<file path="config.mk">
export PLATFORM = sky130hd
export DESIGN_NAME = ccir656_rx_flat
export DESIGN_NICKNAME = d
export VERILOG_FILES = /design/src/rtl/ccir656_rx_if.sv /design/src/rtl/ccir656_rx.sv /design/src/flat_wrapper.sv
export SDC_FILE = /design/constraint.sdc
export NUM_CORES = 1
export LEC_CHECK = 0
export BUFFER_PORTS_ARGS = -buffer_cell sky130_fd_sc_hd__buf_2
export CORE_MARGIN = 8
export CORE_UTILIZATION = 64
export CTS_BUF_LIST = sky130_fd_sc_hd__clkbuf_2 sky130_fd_sc_hd__clkbuf_4 sky130_fd_sc_hd__clkbuf_8
export DETAILED_ROUTE_END_ITERATION = 7
export PLACE_DENSITY = 0.88
export SYNTH_ARGS = -nofsm -noshare
export SYNTH_HDL_FRONTEND = slang
export SYNTH_SLANG_ARGS = --single-unit
</file>
<file path="constraint.sdc">
create_clock -name clk27M -period 6.4 [get_ports clk27M]
set_input_delay 0.64 -clock clk27M [delete_from_list [all_inputs] [get_ports clk27M]]
set_output_delay 0.64 -clock clk27M [all_outputs]
set_load 0.01 [all_outputs]
</file>
<file path="src/rtl/ccir656_rx_if.sv">
// ccir656_rx_if: video-side bundle for the BT.656 receiver.
//   din                  : BT.656 byte stream, one byte per clk27M (source -> receiver)
//   cb, y0, cr, y1       : demultiplexed 4:2:2 pixel pair
//   pair_valid           : one-cycle strobe, pair fields valid
//   pair_cnt             : index of the emitted pair within the line
//   line_cnt             : line index within the current field (saturating)
//   field, vblank, hblank: F, V, H bits of the last valid timing code
//   sav_pulse, eav_pulse : one-cycle strobes on accepted SAV / EAV codes
//   xy_err, len_err      : one-cycle error strobes
//   locked               : EAV then SAV seen with no error since
// Modports: master = byte source / result consumer, slave = receiver.
interface ccir656_rx_if #(
  parameter int LINE_W = 10,
  parameter int PIX_W  = 10
) ();
  logic [7:0]        din;
  logic [7:0]        cb;
  logic [7:0]        y0;
  logic [7:0]        cr;
  logic [7:0]        y1;
  logic              pair_valid;
  logic [PIX_W-1:0]  pair_cnt;
  logic [LINE_W-1:0] line_cnt;
  logic              field;
  logic              vblank;
  logic              hblank;
  logic              sav_pulse;
  logic              eav_pulse;
  logic              xy_err;
  logic              len_err;
  logic              locked;

  modport master (
    output din,
    input  cb, y0, cr, y1, pair_valid, pair_cnt, line_cnt,
    input  field, vblank, hblank, sav_pulse, eav_pulse, xy_err, len_err, locked
  );

  modport slave (
    input  din,
    output cb, y0, cr, y1, pair_valid, pair_cnt, line_cnt,
    output field, vblank, hblank, sav_pulse, eav_pulse, xy_err, len_err, locked
  );
endinterface

</file>
<file path="src/rtl/ccir656_rx.sv">
// ccir656_rx: ITU-R BT.656 byte-stream receiver.
// Detects FF 00 00 XY timing reference codes, validates the XY protection
// bits, tracks field / vertical blank / horizontal blank and splits the
// active Cb Y0 Cr Y1 byte sequence into 4:2:2 pixel pairs.
// Ports:
//   clk27M : byte clock, one din byte per cycle
//   rst    : asynchronous active-high reset
//   vid    : ccir656_rx_if.slave (din in; pair data, counters, flags,
//            strobes and lock status out, all registered)
module ccir656_rx #(
  parameter int SAMPLES_PER_LINE = 1440,
  parameter int LINE_W           = 10,
  parameter int PIX_W            = 10
) (
  input logic         clk27M,
  input logic         rst,
  ccir656_rx_if.slave vid
);

  // Counter runs on through the 4-byte EAV that follows the active samples.
  localparam int CNT_W = $clog2(SAMPLES_PER_LINE + 4);
  localparam logic [CNT_W-1:0] SPL = CNT_W'(SAMPLES_PER_LINE);

  typedef enum logic [1:0] {SEARCH, BLANK, ACTIVE, WAIT_EAV} state_t;

  state_t            state, state_nx;
  logic [7:0]        din;
  logic [7:0]        hist_p1, hist_p2, hist_p3;
  logic [CNT_W-1:0]  cnt, cnt_nx;
  logic [1:0]        phase, phase_nx;
  logic [1:0]        wait_off;
  logic [7:0]        cb_q, y0_q, cr_q;
  logic              pre_hit, xy_ok, code_ok, code_bad, is_eav, is_sav;
  logic              cap_en, y1_byte, emit, len_err_nx;
  logic              last_eav;

  logic [7:0]        cb_r, y0_r, cr_r, y1_r;
  logic              pair_valid_r;
  logic [PIX_W-1:0]  pair_cnt_r;
  logic [LINE_W-1:0] line_cnt_r;
  logic              field_r, vblank_r, hblank_r;
  logic              sav_r, eav_r, xy_err_r, len_err_r, locked_r;

  // Expected P3..P0 for a given F, V, H.
  function automatic logic [3:0] xy_prot(input logic f, input logic v, input logic h);
    return {v ^ h, f ^ h, f ^ v, f ^ v ^ h};
  endfunction

  function automatic logic [LINE_W-1:0] sat_inc(input logic [LINE_W-1:0] v);
    return (&v) ? v : v + 1'b1;
  endfunction

  assign din      = vid.din;
  assign pre_hit  = (hist_p3 == 8'hFF) && (hist_p2 == 8'h00) && (hist_p1 == 8'h00);
  assign xy_ok    = din[7] && (din[3:0] == xy_prot(din[6], din[5], din[4]));
  assign code_ok  = pre_hit && xy_ok;
  assign code_bad = pre_hit && !xy_ok;
  assign is_eav   = code_ok && din[4];
  assign is_sav   = code_ok && !din[4];
  // Position inside the trailing EAV: 0 = FF, 1/2 = 00, 3 = XY.
  assign wait_off = 2'(cnt - SPL);

  always_comb begin
    state_nx   = state;
    cnt_nx     = cnt;
    phase_nx   = phase;
    len_err_nx = 1'b0;
    cap_en     = 1'b0;
    y1_byte    = 1'b0;
    case (state)
      SEARCH: begin
        if (is_eav) state_nx = BLANK;
      end
      BLANK: begin
        if (is_sav) begin
          state_nx = ACTIVE;
          cnt_nx   = '0;
          phase_nx = '0;
        end
      end
      ACTIVE: begin
        // FF never occurs in active video, so it means the line ended early.
        if (din == 8'hFF) begin
          len_err_nx = 1'b1;
          state_nx   = SEARCH;
        end else begin
          cap_en   = 1'b1;
          y1_byte  = (phase == 2'd3);
          cnt_nx   = cnt + 1'b1;
          phase_nx = phase + 2'd1;
          if (cnt_nx == SPL) state_nx = WAIT_EAV;
        end
      end
      WAIT_EAV: begin
        cnt_nx = cnt + 1'b1;
        case (wait_off)
          2'd0: begin
            if (din != 8'hFF) begin
              len_err_nx = 1'b1;
              state_nx   = SEARCH;
            end
          end
          2'd1, 2'd2: begin
            if (din != 8'h00) begin
              len_err_nx = 1'b1;
              state_nx   = SEARCH;
            end
          end
          default: begin
            if (is_eav) begin
              state_nx = BLANK;
            end else if (is_sav) begin
              len_err_nx = 1'b1;
              state_nx   = SEARCH;
            end
          end
        endcase
      end
      default: state_nx = SEARCH;
    endcase
    if (code_bad) state_nx = SEARCH;
  end

  // A pair is only released on clean, locked, non-vblank lines.
  assign emit = y1_byte && locked_r && !vblank_r;

  // Byte capture; data path carries no reset.
  always_ff @(posedge clk27M) begin
    if (cap_en) begin
      case (phase)
        2'd0:    cb_q <= din;
        2'd1:    y0_q <= din;
        2'd2:    cr_q <= din;
        default: ;
      endcase
    end
  end

  // Output / control stage: everything seen one cycle after the byte.
  always_ff @(posedge clk27M or posedge rst) begin
    if (rst) begin
      state        <= SEARCH;
      hist_p1      <= '0;
      hist_p2      <= '0;
      hist_p3      <= '0;
      cnt          <= '0;
      phase        <= '0;
      last_eav     <= 1'b0;
      cb_r         <= '0;
      y0_r         <= '0;
      cr_r         <= '0;
      y1_r         <= '0;
      pair_valid_r <= 1'b0;
      pair_cnt_r   <= '0;
      line_cnt_r   <= '0;
      field_r      <= 1'b0;
      vblank_r     <= 1'b0;
      hblank_r     <= 1'b1;
      sav_r        <= 1'b0;
      eav_r        <= 1'b0;
      xy_err_r     <= 1'b0;
      len_err_r    <= 1'b0;
      locked_r     <= 1'b0;
    end else begin
      state        <= state_nx;
      hist_p1      <= din;
      hist_p2      <= hist_p1;
      hist_p3      <= hist_p2;
      cnt          <= cnt_nx;
      phase        <= phase_nx;
      pair_valid_r <= emit;
      sav_r        <= is_sav;
      eav_r        <= is_eav;
      xy_err_r     <= code_bad;
      len_err_r    <= len_err_nx;

      if (emit) begin
        cb_r <= cb_q;
        y0_r <= y0_q;
        cr_r <= cr_q;
        y1_r <= din;
      end

      // pair_cnt holds the index during the strobe and advances afterwards.
      if (is_sav)            pair_cnt_r <= '0;
      else if (pair_valid_r) pair_cnt_r <= pair_cnt_r + 1'b1;

      if (is_eav) begin
        if (din[6] != field_r) line_cnt_r <= '0;
        else                   line_cnt_r <= sat_inc(line_cnt_r);
      end

      if (code_ok) begin
        field_r  <= din[6];
        vblank_r <= din[5];
        hblank_r <= din[4];
      end

      // Any error forces a fresh EAV before the next SAV can lock.
      if (code_bad || len_err_nx) begin
        locked_r <= 1'b0;
        last_eav <= 1'b0;
      end else if (code_ok) begin
        if (is_sav && last_eav) locked_r <= 1'b1;
        last_eav <= din[4];
      end
    end
  end

  assign vid.cb         = cb_r;
  assign vid.y0         = y0_r;
  assign vid.cr         = cr_r;
  assign vid.y1         = y1_r;
  assign vid.pair_valid = pair_valid_r;
  assign vid.pair_cnt   = pair_cnt_r;
  assign vid.line_cnt   = line_cnt_r;
  assign vid.field      = field_r;
  assign vid.vblank     = vblank_r;
  assign vid.hblank     = hblank_r;
  assign vid.sav_pulse  = sav_r;
  assign vid.eav_pulse  = eav_r;
  assign vid.xy_err     = xy_err_r;
  assign vid.len_err    = len_err_r;
  assign vid.locked     = locked_r;

endmodule

</file>
<file path="src/flat_wrapper.sv">
// flat-port wrapper written by rule: the top's interface ports become plain ports
module ccir656_rx_flat 
#(
  parameter int SAMPLES_PER_LINE = 1440,
  parameter int LINE_W           = 10,
  parameter int PIX_W            = 10
)
  (clk27M, rst, vid_din, vid_cb, vid_y0, vid_cr, vid_y1, vid_pair_valid, vid_pair_cnt, vid_line_cnt, vid_field, vid_vblank, vid_hblank, vid_sav_pulse, vid_eav_pulse, vid_xy_err, vid_len_err, vid_locked);
  ccir656_rx_if #(.LINE_W(LINE_W), .PIX_W(PIX_W)) vid_i ();
  input logic clk27M;
  input logic rst;
  input wire logic [$bits(vid_i.din)-1:0] vid_din;
  output wire logic [$bits(vid_i.cb)-1:0] vid_cb;
  output wire logic [$bits(vid_i.y0)-1:0] vid_y0;
  output wire logic [$bits(vid_i.cr)-1:0] vid_cr;
  output wire logic [$bits(vid_i.y1)-1:0] vid_y1;
  output wire logic [$bits(vid_i.pair_valid)-1:0] vid_pair_valid;
  output wire logic [$bits(vid_i.pair_cnt)-1:0] vid_pair_cnt;
  output wire logic [$bits(vid_i.line_cnt)-1:0] vid_line_cnt;
  output wire logic [$bits(vid_i.field)-1:0] vid_field;
  output wire logic [$bits(vid_i.vblank)-1:0] vid_vblank;
  output wire logic [$bits(vid_i.hblank)-1:0] vid_hblank;
  output wire logic [$bits(vid_i.sav_pulse)-1:0] vid_sav_pulse;
  output wire logic [$bits(vid_i.eav_pulse)-1:0] vid_eav_pulse;
  output wire logic [$bits(vid_i.xy_err)-1:0] vid_xy_err;
  output wire logic [$bits(vid_i.len_err)-1:0] vid_len_err;
  output wire logic [$bits(vid_i.locked)-1:0] vid_locked;
  assign vid_i.din = vid_din;
  assign vid_cb = vid_i.cb;
  assign vid_y0 = vid_i.y0;
  assign vid_cr = vid_i.cr;
  assign vid_y1 = vid_i.y1;
  assign vid_pair_valid = vid_i.pair_valid;
  assign vid_pair_cnt = vid_i.pair_cnt;
  assign vid_line_cnt = vid_i.line_cnt;
  assign vid_field = vid_i.field;
  assign vid_vblank = vid_i.vblank;
  assign vid_hblank = vid_i.hblank;
  assign vid_sav_pulse = vid_i.sav_pulse;
  assign vid_eav_pulse = vid_i.eav_pulse;
  assign vid_xy_err = vid_i.xy_err;
  assign vid_len_err = vid_i.len_err;
  assign vid_locked = vid_i.locked;
  ccir656_rx #(.SAMPLES_PER_LINE(SAMPLES_PER_LINE), .LINE_W(LINE_W), .PIX_W(PIX_W)) u_core (.clk27M(clk27M), .rst(rst), .vid(vid_i));
endmodule
</file>
==> flow_summary_export.csv <==
group,metric,value,unit
route,drt-vias-per-instance,5.80,
logic_synthesis,synth_edf_count,24,
logic_synthesis,yosys-top-cells-count,"nand2_1 (112), dfrtp_1 (100), nor2_1 (32)",
timing,drv_slew,0,
timing,layout_worst_path_cycle_share,49.7,%
cts,cts_resized,0,
logic_synthesis,synth_warnings,0,
finish,finalNetCount,563,
route,num_vias,3789,
route,avgRoutedWirePerCell,17.8,um
floorplanning,die_h,106,um
logic_synthesis,ys_seq_area_share,63.3,%
grt,overflow,0,
cts,clock-sinks,125,
logic_synthesis,ys_seq_elements,125,
timing,worst_slew_pin_slew,958,ps
timing,finClkSkew,12.4,ps
logic_synthesis,syn_area,5130,um^2
logic_synthesis,syn_avg_cell_area,11.2,um^2
timing,rsz0062_at_grt,"false",
grt,antenna_found_initial,0,
cts,htreeDepth,4,
route,wl,11600,um
timing,layout_min_cycle_time,3180,ps
status,status,"finished clean",
critical_path,cp-end-kind,"flop",
grt,grt_pass1_wl,19300,um
cts,cts.clk_slew.worst_paths,80,ps
critical_path,crit_arrival,3540,ps
timing,max_slew_margin,36.1,%
cts,post_cts_buffers,0,
route,drc,0,
logic_synthesis,yosysTopAreaCell,"dfrtp_1",
finish,area_delta_synth_final,15.9,%
cts,cts_root_buf,"clkbuf_8",
grt,grt_pass1_vias,3816,
critical_path,required,6760,ps
timing,setup_viol,0,
logic_synthesis,synth_nets,484,
floorplanning,start_util,66.1,%
floorplanning,die_area,11100,um^2
placement,dp_cells,621,
finish,final_cell_count_no_fill,653,
logic_synthesis,yosys.cell_count.top_type,"nand2_1",
min_path,min_path_type,"in2async",
cts,clk_latency,430,ps
logic_synthesis,synth.distinct_cells,52,
cts,cts_hold_buf,0,
finish,n_antenna_cell,0,
route,first_pass_iters,5,
floorplanning,rows,32,
critical_path,critPathLaunchType,"input port",
cts,clockBufferDepth,2,
grt,grt.total_usage,21.6,%
finish,largest-register,"u_core.cnt",
placement,place_congestion,0.903,
cts,cts_tree,"built",
logic_synthesis,async_flop_share,80.8,%
power,power.density,328,nW/um^2
critical_path,critPathKind,"in2reg",
floorplanning,ios,71,
logic_synthesis,synthCells,459,
finish,largest_register_ffs,11,
critical_path,critical_path.max_fanout,15,
logic_synthesis,synth.area.top_cells,"dfrtp_1 (49%), edfxtp_1 (14%), nand2_1 (8.2%)",
route,first_iter_violations,306,
power,max-vdd-ir-drop,0.000218,V
timing,fmax,315,MHz
placement,dpl.hpwl,7910,um
timing,fin_tns_setup,0,ps
logic_synthesis,synth_ff_type,"dfrtp_1",
placement,portBuffers,70,
grt,grt_max_degree,80,
route,ant_nets,0,
logic_synthesis,synth_top_area_share,48.8,%
finish,n_fill_cell,458,
power,p_leak,2.90,nW
finish,drive_gt1_share,21.1,%
run,maxCapViolCount,0,
cts,cts_buffers,17,
floorplanning,die_w,106,um
timing,final-hold-violation-count,0,
floorplanning,coreArea,7770,um^2
logic make-up (layout without fill, tap and decap cells):
kind of cell | count (synthesis) | in the layout | synth area share [%]
compound gates | 54 | 54 | 6.95
fa+ha+maj | 15 | 15 | 3.66
simple gates | 206 | 206 | 18.4
flops | 125 | 125 | 63.3
mux | 5 | 5 | 1.02
buf+inv | 30 | 122 | 2.34
xor+xnor | 24 | 24 | 4.36
cell type report:
type	count	area, um^2	area share [%]
Multi-Input combinational cell	304	1760	29.6
Tap cell	102	128	2.15
Inverter	18	70.1	1.18
Clock buffer	19	255	4.29
Timing Repair Buffer	72	365	6.14
Clock inverter	13	118	1.98
Sequential cell	125	3250	54.6
power breakdown:
| part | leakage [nW] | total (mW) | internal, mW | switching [mW] |
|---|---|---|---|---|
| clock | 0.178 | 0.643 | 0.322 | 0.321 |
| sequential | 1.50 | 0.937 | 0.886 | 0.0513 |
| combinational | 1.23 | 0.370 | 0.134 | 0.236 |
critical path, cell delays in order:
cell and delay, ps:
buf_2 240, inv_1 130, ha_1 320, xnor2_1 160
nand3_1 160, a2111oi_4 670, nand2_1 210, inv_2 250
a31oi_1 260, nor4_1 340, a21o_1 140
path summary, 6_finish.rpt:
| kind | from | endpoint | slack, ps | cells past startpoint |
|---|---|---|---|---|
| worst max-delay path | vid_din[4] | u_core.cnt[2]$_DFFE_PP0P_ | 3220 | 11 |
| worst min-delay path | rst | u_core.vid.line_cnt[9]$_DFFE_PP0P_ | 160 | 2 |
| worst max register to register | u_core.hist_p1[4]$_DFF_PP0_ | u_core.cnt[2]$_DFFE_PP0P_ | 3510 | 8 |
| worst min register to register | u_core.hist_p2[5]$_DFF_PP0_ | u_core.hist_p3[5]$_DFF_PP0_ | 370 | 0 |
| max in group asynchronous | rst | u_core.vid.cr[6]$_DFFE_PP0P_ | 4990 | 3 |
| min in group clk27M | u_core.hist_p2[5]$_DFF_PP0_ | u_core.hist_p3[5]$_DFF_PP0_ | 370 | 0 |
through the flow:
| stage | utilization [%] | power, mW | hold WS, ps | area (um^2) | setup slack (ps) |
|---|---|---|---|---|---|
| 2_1_floorplan | - | 1.20 | 347 | 5130 | 3110 |
| 5_1_grt | 76.6 | 2.04 | 167 | 5950 | 3020 |
| 6_report | 76.6 | 1.95 | 160 | 5950 | 3220 |
| 4_1_cts | 76.6 | 1.94 | 150 | 5950 | 3280 |
| 3_3_place_gp | 71.8 | 1.28 | 357 | 5580 | 3070 |
| 3_5_place_dp | 71.8 | 1.30 | 361 | 5580 | 2930 |
routing by layer:
layer | wire, um | up-vias | GRT usage [%]
met5 | 0 | - | 0
met4 | 283 | 0 | 9.15
met3 | 785 | 26 | 6.46
met2 | 6060 | 165 | 37.3
met1 | 4500 | 1866 | 24.4
li1 | - | 1732 | -
cell usage in the layout, fill, tap and decap left out, drive strengths merged, types with 15 or more instances in the layout:
| cell type | n |
|---|---|
| buf | 72 |
| inv | 20 |
| clkbuf | 19 |
| nor2 | 32 |
| ha | 15 |
| dfrtp | 100 |
| edfxtp | 24 |
| xor2 | 19 |
| nand4 | 17 |
| o21ai | 22 |
| nand2 | 112 |
(Power assumes the default switching activity.)
